===== config.mk =====
export PLATFORM = sky130hd
export DESIGN_NAME = alu_pipe_flat
export DESIGN_NICKNAME = d
export VERILOG_FILES = /design/src/rtl/alu_pipe_if.sv /design/src/rtl/alu_pipe.sv /design/src/flat_wrapper.sv
export SDC_FILE = /design/constraint.sdc
export NUM_CORES = 1
export LEC_CHECK = 0
export BUFFER_PORTS_ARGS = -buffer_cell sky130_fd_sc_hd__buf_2
export CELL_PAD_IN_SITES_DETAIL_PLACEMENT = 0
export CELL_PAD_IN_SITES_GLOBAL_PLACEMENT = 1
export CORE_UTILIZATION = 37
export DETAILED_ROUTE_END_ITERATION = 6
export GPL_ROUTABILITY_DRIVEN = 0
export PLACE_DENSITY = 0.81
export REMOVE_ABC_BUFFERS = 1
export SETUP_SLACK_MARGIN = 0.1
export SYNTH_ARGS = -nofsm -noshare
export SYNTH_HDL_FRONTEND = slang
export SYNTH_SLANG_ARGS = --single-unit

===== constraint.sdc =====
create_clock -name clk -period 2.25 [get_ports clk]
set_clock_uncertainty 0.05 [all_clocks]
set_input_delay 0.45 -clock clk [delete_from_list [all_inputs] [get_ports clk]]
set_output_delay 0.45 -clock clk [all_outputs]
set_load 0.01 [all_outputs]

===== src/rtl/alu_pipe_if.sv =====
// Operand/result valid-ready bundle for alu_pipe.
// master = operand source and result consumer, slave = the ALU.
interface alu_pipe_if #(
  parameter int WIDTH = 8
);
  logic             in_valid;
  logic             in_ready;
  logic [2:0]       op_code;
  logic [WIDTH-1:0] A;
  logic [WIDTH-1:0] B;
  logic             out_valid;
  logic             out_ready;
  logic [WIDTH-1:0] C;
  logic             overflow;
  logic             zero;
  logic             negative;

  modport master (
    output in_valid, op_code, A, B, out_ready,
    input  in_ready, out_valid, C, overflow, zero, negative
  );

  modport slave (
    input  in_valid, op_code, A, B, out_ready,
    output in_ready, out_valid, C, overflow, zero, negative
  );
endinterface


===== src/rtl/alu_pipe.sv =====
// Pipelined signed ALU with valid/ready handshake, flags and saturating overflow counter.
// Define ALU_SAT_EN to turn opcodes 110/111 into clamping ADDS/SUBS.
module alu_pipe #(
  parameter int WIDTH  = 8,
  parameter int STAGES = 2,
  parameter int CNT_W  = 8
) (
  input  logic             clk,
  input  logic             reset,
  alu_pipe_if.slave        bus,
  input  logic             clr_count,
  output logic [CNT_W-1:0] ovf_count
);

  typedef struct packed {
    logic [WIDTH-1:0] c;
    logic             ovf;
    logic             zero;
    logic             neg;
  } res_t;

  localparam logic [WIDTH-1:0] MAX_POS = {1'b0, {(WIDTH-1){1'b1}}};
  localparam logic [WIDTH-1:0] MIN_NEG = {1'b1, {(WIDTH-1){1'b0}}};

  logic [WIDTH-1:0] sum;
  logic [WIDTH-1:0] diff;
  logic             add_ovf;
  logic             sub_ovf;
  logic             a_lt_b;
  res_t             alu_res;

  res_t             stage_q [STAGES];
  res_t             stage_d [STAGES];
  logic [STAGES-1:0] valid_q;
  logic [STAGES-1:0] valid_d;
  logic [CNT_W-1:0] cnt_q;
  logic [CNT_W-1:0] cnt_d;
  logic             stall;

  always_comb begin
    sum     = bus.A + bus.B;
    diff    = bus.A - bus.B;
    add_ovf = (bus.A[WIDTH-1] == bus.B[WIDTH-1]) && (sum[WIDTH-1]  != bus.A[WIDTH-1]);
    sub_ovf = (bus.A[WIDTH-1] != bus.B[WIDTH-1]) && (diff[WIDTH-1] != bus.A[WIDTH-1]);
    a_lt_b  = $signed(bus.A) < $signed(bus.B);
    // NOTE: every field gets a default up front so no path through the case infers a latch.
    alu_res = '0;
    case (bus.op_code)
      3'b000: alu_res.c = bus.A | bus.B;
      3'b001: alu_res.c = bus.A & bus.B;
      3'b010: begin alu_res.c = sum;  alu_res.ovf = add_ovf; end
      3'b011: begin alu_res.c = diff; alu_res.ovf = sub_ovf; end
      3'b100: alu_res.c = bus.A ^ bus.B;
      3'b101: alu_res.c = {{(WIDTH-1){1'b0}}, a_lt_b};
`ifdef ALU_SAT_EN
      // Overflow direction always follows the sign of A.
      3'b110: begin
        alu_res.c   = add_ovf ? (bus.A[WIDTH-1] ? MIN_NEG : MAX_POS) : sum;
        alu_res.ovf = add_ovf;
      end
      default: begin
        alu_res.c   = sub_ovf ? (bus.A[WIDTH-1] ? MIN_NEG : MAX_POS) : diff;
        alu_res.ovf = sub_ovf;
      end
`else
      3'b110:  begin alu_res.c = sum;  alu_res.ovf = add_ovf; end
      default: begin alu_res.c = diff; alu_res.ovf = sub_ovf; end
`endif
    endcase
    alu_res.zero = (alu_res.c == '0);
    alu_res.neg  = alu_res.c[WIDTH-1];
  end

  assign stall        = valid_q[STAGES-1] && !bus.out_ready;
  assign bus.in_ready = !stall;

  always_comb begin
    stage_d = stage_q;
    valid_d = valid_q;
    cnt_d   = cnt_q;
    // Bubbles advance too, so a free slot never blocks the stage behind it.
    if (!stall) begin
      stage_d[0] = alu_res;
      valid_d[0] = bus.in_valid;
      for (int i = 1; i < STAGES; i++) begin
        stage_d[i] = stage_q[i-1];
        valid_d[i] = valid_q[i-1];
      end
    end
    if (clr_count) begin
      cnt_d = '0;
    end else if (valid_q[STAGES-1] && bus.out_ready && stage_q[STAGES-1].ovf && (cnt_q != '1)) begin
      cnt_d = cnt_q + CNT_W'(1);
    end
  end

  // NOTE: sequential state uses non-blocking assignments so every flop samples pre-edge values.
  always_ff @(posedge clk) begin
    if (reset) begin
      // NOTE: the pipeline data is reset as well, since C and its flags must read zero out of reset.
      for (int i = 0; i < STAGES; i++) begin
        stage_q[i] <= '0;
      end
      valid_q <= '0;
      cnt_q   <= '0;
    end else begin
      stage_q <= stage_d;
      valid_q <= valid_d;
      cnt_q   <= cnt_d;
    end
  end

  assign bus.out_valid = valid_q[STAGES-1];
  assign bus.C         = stage_q[STAGES-1].c;
  assign bus.overflow  = stage_q[STAGES-1].ovf;
  assign bus.zero      = stage_q[STAGES-1].zero;
  assign bus.negative  = stage_q[STAGES-1].neg;
  assign ovf_count     = cnt_q;

endmodule


===== src/flat_wrapper.sv =====
// flat-port wrapper written by rule: the top's interface ports become plain ports
module alu_pipe_flat 
#(
  parameter int WIDTH  = 8,
  parameter int STAGES = 2,
  parameter int CNT_W  = 8
)
  (clk, reset, clr_count, ovf_count, bus_in_valid, bus_op_code, bus_A, bus_B, bus_out_ready, bus_in_ready, bus_out_valid, bus_C, bus_overflow, bus_zero, bus_negative);
  alu_pipe_if #(.WIDTH(WIDTH)) bus_i ();
  input  logic clk;
  input  logic reset;
  input  logic clr_count;
  output logic [CNT_W-1:0] ovf_count;
  input wire logic [$bits(bus_i.in_valid)-1:0] bus_in_valid;
  input wire logic [$bits(bus_i.op_code)-1:0] bus_op_code;
  input wire logic [$bits(bus_i.A)-1:0] bus_A;
  input wire logic [$bits(bus_i.B)-1:0] bus_B;
  input wire logic [$bits(bus_i.out_ready)-1:0] bus_out_ready;
  output wire logic [$bits(bus_i.in_ready)-1:0] bus_in_ready;
  output wire logic [$bits(bus_i.out_valid)-1:0] bus_out_valid;
  output wire logic [$bits(bus_i.C)-1:0] bus_C;
  output wire logic [$bits(bus_i.overflow)-1:0] bus_overflow;
  output wire logic [$bits(bus_i.zero)-1:0] bus_zero;
  output wire logic [$bits(bus_i.negative)-1:0] bus_negative;
  assign bus_i.in_valid = bus_in_valid;
  assign bus_i.op_code = bus_op_code;
  assign bus_i.A = bus_A;
  assign bus_i.B = bus_B;
  assign bus_i.out_ready = bus_out_ready;
  assign bus_in_ready = bus_i.in_ready;
  assign bus_out_valid = bus_i.out_valid;
  assign bus_C = bus_i.C;
  assign bus_overflow = bus_i.overflow;
  assign bus_zero = bus_i.zero;
  assign bus_negative = bus_i.negative;
  alu_pipe #(.WIDTH(WIDTH), .STAGES(STAGES), .CNT_W(CNT_W)) u_core (.clk(clk), .reset(reset), .bus(bus_i), .clr_count(clr_count), .ovf_count(ovf_count));
endmodule

=== After elaboration in Yosys (flattened, before gate mapping) ===
Cells that the tools add are included.

* Bits in registers: 32
* Input port bits: 24
* Word-level logic and storage cells: 42
* Output and inout port bits: 21

* Mux-type cells: 2
* Equality and inequality tests: 10
* $lt $le $gt $ge: 1
* Bitwise operators: 3
* $add $sub $neg: 3
* Reductions and logical operators: 13

{| class="wikitable"
|+ Operators with widths
! operator !! count
|-
| 8-bit one-hot mux with 5 select lines || 1
|-
| 3-bit equality test, second input constant || 3
|-
| 8-bit by 1-bit adder with 8-bit output, second input constant || 1
|-
| 8-bit adder || 1
|-
| 8-bit bitwise AND || 1
|-
| 8-bit zero test || 1
|-
| 8-bit less-than comparator || 1
|-
| 8-bit inequality test, second input constant || 1
|-
| 8-bit bitwise OR || 1
|-
| 8-bit subtractor || 1
|-
| 8-bit XOR || 1
|-
| 1-bit logical AND || 6
|-
| 2-bit OR reduction || 2
|-
| 4-bit OR reduction || 1
|-
| 3-bit by 1-bit equality test with 1-bit output, second input constant || 1
|-
| 3-bit by 2-bit equality test with 1-bit output, second input constant || 1
|-
| 3-bit zero test || 1
|-
| 1-bit inequality test || 3
|-
| 1-bit zero test || 2
|-
| 1-bit one-hot mux with 2 select lines || 1
|-
| 1-bit equality test || 1
|}

=== Logic depth before layout (Yosys ltp) ===
* Depth after elaboration: 4
* Depth in mapped cells: 10
* Mapped depth without buffers: 10

=== Worst setup path before layout ===
Ideal clock, no wire load.

* Path kind: input to register
* Start point: input bus_B[0]
* End point: register u_core.stage_q[12] (netlist name)
* Stages: 9
* Required time: 2.141 ns
* Data arrival time: 2.217 ns
* Setup time: 0.059 ns
* Slack: -0.076 ns
* Buffers on the path: 0
* Cell sequence: ha_1 > fa_1 > a21oi_1 > o211ai_1 > mux2_1 > o31ai_1 > a31oi_1 > nor3b_1 > a31o_1

* Word-level cells in the longest chain between the ends: 3
* Elaborated cells between the ends (all ways): 8
* Classes of those cells: 2 x add/sub; 1 x order compare; 1 x mux; 3 x bitwise; 1 x reduce/logical

{| class="wikitable"
|+ RTL lines
! item !! RTL line !! text
|-
| from (decl) || flat_wrapper.sv:17 || <nowiki>input wire logic [$bits(bus_i.B)-1:0] bus_B;</nowiki>
|-
| 8-bit subtractor, or another cell as far along || alu_pipe.sv:42 || <nowiki>diff = bus.A - bus.B;</nowiki>
|-
| 8-bit one-hot mux with 5 select lines (*) || alu_pipe.sv:48 || <nowiki>case (bus.op_code)</nowiki>
|-
| 8-bit zero test (*) || alu_pipe.sv:70 || <nowiki>alu_res.zero = (alu_res.c == '0);</nowiki>
|-
| to (signal assigned) || alu_pipe.sv:107 || <nowiki>stage_q <= stage_d;</nowiki>
|-
| to (decl) || alu_pipe.sv:32 || <nowiki>res_t stage_q [STAGES];</nowiki>
|}

Every way passes the cells marked *; elsewhere a longest branch is shown, timed or not.
A chain may end at the register's enable or synchronous reset.

=== Worst setup path after layout ===
* Start point: input bus_A[1]
* End point: register u_core.stage_q[12] (netlist name)

* Word-level cells in the longest chain between the ends: 3
* Elaborated cells between the ends (all ways): 8
* Classes of those cells: 2 x add/sub; 1 x order compare; 1 x mux; 3 x bitwise; 1 x reduce/logical

{| class="wikitable"
|+ RTL lines
! item !! RTL line !! text
|-
| from (decl) || flat_wrapper.sv:16 || <nowiki>input wire logic [$bits(bus_i.A)-1:0] bus_A;</nowiki>
|-
| 8-bit subtractor, or another cell as far along || alu_pipe.sv:42 ||
|-
| 8-bit one-hot mux with 5 select lines (*) || alu_pipe.sv:48 ||
|-
| 8-bit zero test (*) || alu_pipe.sv:70 ||
|}

Marks and branches as above.

==> impl_metrics.tcl <==
set metrics [dict create \
    outcome "finished clean" \
    dp_cells 445 \
    drcViolationCount 0 \
    synth_top_area_cell "dfxtp_1" \
    p_per_area_nw_per_um2 479.1 \
    wl_microns 5876 \
    dr.pass1.iters 4 \
    finalNetCount 429 \
    clockBufferDepth 2 \
    hold_violations 0 \
    worstHoldPathCells 3 \
    timing.critical_path.to_type "flip-flop" \
    gr-usage-all-layers_pct 16.73 \
    syn-instance-count 303 \
    yosysMostFrequentCell "nand2_1" \
    required_ns 2.37 \
    synthToLayoutAreaGrowth_pct 32.29 \
    timing.rr.start "u_core.ovf_count[3]$_SDFFE_PP0P_" \
    clock.fmax_mhz 460.2 \
    netlist_area_sq_um 2449 \
    cap_violations 0 \
    tns_ns 0 \
    num_vias 2307 \
    clkSlewWorstSetupHoldPaths_ns 0.06 \
    io_pins 45 \
    holdCritStartpoint "bus_in_valid" \
    max-vdd-ir-drop_mv 0.3435 \
    seq_area_frac_synth_pct 24.53 \
    synth-seq-cells 30 \
    grt_pass1_vias 2094 \
    crit_path_start_kind "input port" \
    cp.arrival_ns 2.29 \
    synth_area_leaders "dfxtp_1 (25%), ha_1 (13%), a21oi_1 (6.3%)" \
    hold_end "u_core.valid_q[0]$_SDFFE_PP0N_" \
    die_h_microns 83.35 \
    grt_antenna_before_repair 0 \
    overflow 0 \
    maxSlewViolCount 0 \
    clockRootBuffer "clkbuf_8" \
    reg2reg_to "u_core.ovf_count[5]$_SDFFE_PP0P_" \
    drt-initial-drc-count 92 \
    min_path_type "input port to flip-flop" \
    diodes 0 \
    grt_setup_unrepaired "true" \
    io_buffers 44 \
    synth_cell_types 59 \
    rows 29 \
    grt_max_degree 26 \
    reg2reg_depth 6 \
    synth_area_per_cell_sq_um 8.081 \
    die-width_microns 83.35 \
    die_area_sq_um 6947 \
    p_leak_nw 1.460 \
    yosysWarnings 0 \
    layout_min_cycle_time_ns 2.173 \
    async_flop_share_pct 0 \
    via_per_inst 5.059 \
    final-instance-count-excl-fill 456 \
    worst_slew_pin_slew_ns 0.4251 \
    drive_above_1_share_pct 36.94 \
    avgRoutedWirePerCell_microns 12.89 \
    cts_num_sinks 30 \
    crit_type "input port to flip-flop" \
    synthTopCellsByCount "nand2_1 (35), a21oi_1 (31), dfxtp_1 (30)" \
    period_share_pct 96.57 \
    reg2reg_slack_ns 0.56 \
    cts_max_level 2 \
    cts_tree "done" \
    yosysTopAreaCellShare_pct 24.53 \
    synth_top_flop_cell "dfxtp_1" \
    core_area_sq_um 6386 \
    grt_pass1_wl_microns 9701 \
    maxSlewHeadroom_pct 71.66 \
    place_area_sq_um 2907 \
    fin_util_pct 50.72 \
    cp_max_fo 3 \
    setup_violations 0 \
    numCtsBuffers 5 \
    timing.hold.ws_ns 0.3767 \
    ant_nets 0 \
    synth_edf_count 0 \
    stdcell_area_sq_um 3239 \
    dp_hpwl_microns 4306 \
    insertion_delay_ns 0.27 \
    start_util_pct 38.34 \
]
[kinds of logic (layout without fill, tap and decap cells)]
kind of cell	after synthesis	in the layout	share of synthesized area [%]
AO/OA/AOI/OAI	79	79	21.10
XOR/XNOR	12	12	4.292
adder cells (fa/ha/maj)	27	27	14.41
buffers and inverters	49	125	12.62
flip-flops	30	30	24.53
multiplexers	7	7	2.913
AND/OR/NAND/NOR	99	99	20.13
[worst max-delay path by stage]
| stage | start | end | slack, ns |
|---|---|---|---|
| 2_1_floorplan | bus_B[0] | u_core.stage_q[12]$_SDFFE_PP0N_ | -0.08 |
| 6_report | bus_A[1] | u_core.stage_q[12]$_SDFFE_PP0N_ | 0.08 |
| 4_1_cts | bus_B[0] | u_core.stage_q[12]$_SDFFE_PP0N_ | 0.08 |
| 5_1_grt | bus_B[0] | u_core.stage_q[12]$_SDFFE_PP0N_ | 0.007 |
| 3_3_place_gp | bus_B[0] | u_core.stage_q[12]$_SDFFE_PP0N_ | -0.32 |
| 3_5_place_dp | bus_B[0] | u_core.stage_q[12]$_SDFFE_PP0N_ | -0.39 |
[power by group]
group	leakage (nW)	internal (mW)	switching, mW
clock	0.0482	0.246	0.188
combinational	1.17	0.274	0.269
sequential	0.245	0.561	0.0140
[registers in the layout, summed over array words and instances, names as in the netlist]
register and count:
u_core.bus.C 7, u_core.bus.negative 1, u_core.bus.overflow 1, u_core.bus.zero 1, u_core.ovf_count 8, u_core.stage_q 10
u_core.valid_q 2
[area by class of cell]
cell class	instances	area (sq um)
Clock buffer	7	86.33
Clock inverter	1	5.005
Fill cell	632	3147
Inverter	24	97.59
Multi-Input combinational cell	224	1720
Sequential cell	30	600.6
Tap cell	77	96.34
Timing Repair Buffer	93	633.1
[critical path, cell delays in order]
cell,delay (ns)
buf_4,0.14
inv_4,0.06
ha_4,0.19
o21ba_1,0.19
or4_4,0.44
a211oi_2,0.21
a211oi_2,0.05
buf_4,0.16
nand4_2,0.09
o211ai_2,0.11
a31o_1,0.21
[placed cells by master, fill, tap and decap left out, drive strengths merged, types with 7 or more instances in the layout]
| cell type | instances |
|---|---|
| o21ai | 12 |
| xnor2 | 8 |
| dfxtp | 30 |
| ha | 25 |
| nand2 | 35 |
| buf | 93 |
| nor3 | 9 |
| nor2 | 25 |
| clkbuf | 7 |
| inv | 24 |
| a21oi | 32 |
[metrics by stage]
stage	setup WS, ns	total power [mW]
6_report	0.07724	1.552
5_1_grt	0.006619	1.644
4_1_cts	0.08491	1.515
3_5_place_dp	-0.3879	1.048
3_3_place_gp	-0.3162	1.039
2_1_floorplan	-0.07592	0.8386
[routing by layer]
metal / GRT usage [%] / part of all wire, %
met4: 6.113 / 1.8
met3: 2.485 / 4.8
met1: 22.78 / 46
met2: 26.75 / 47
met5: 0 / 0
[timing repair]
item | 4_1_cts | 5_1_grt
endpoints found under the setup margin | 7 | 6
buffers inserted | 2 | 1
pin swaps | 21 | 15
gates resized for setup | 26 | 21
hold buffers | 0 | 0
Note: power is estimated with default switching activity, not from simulation.
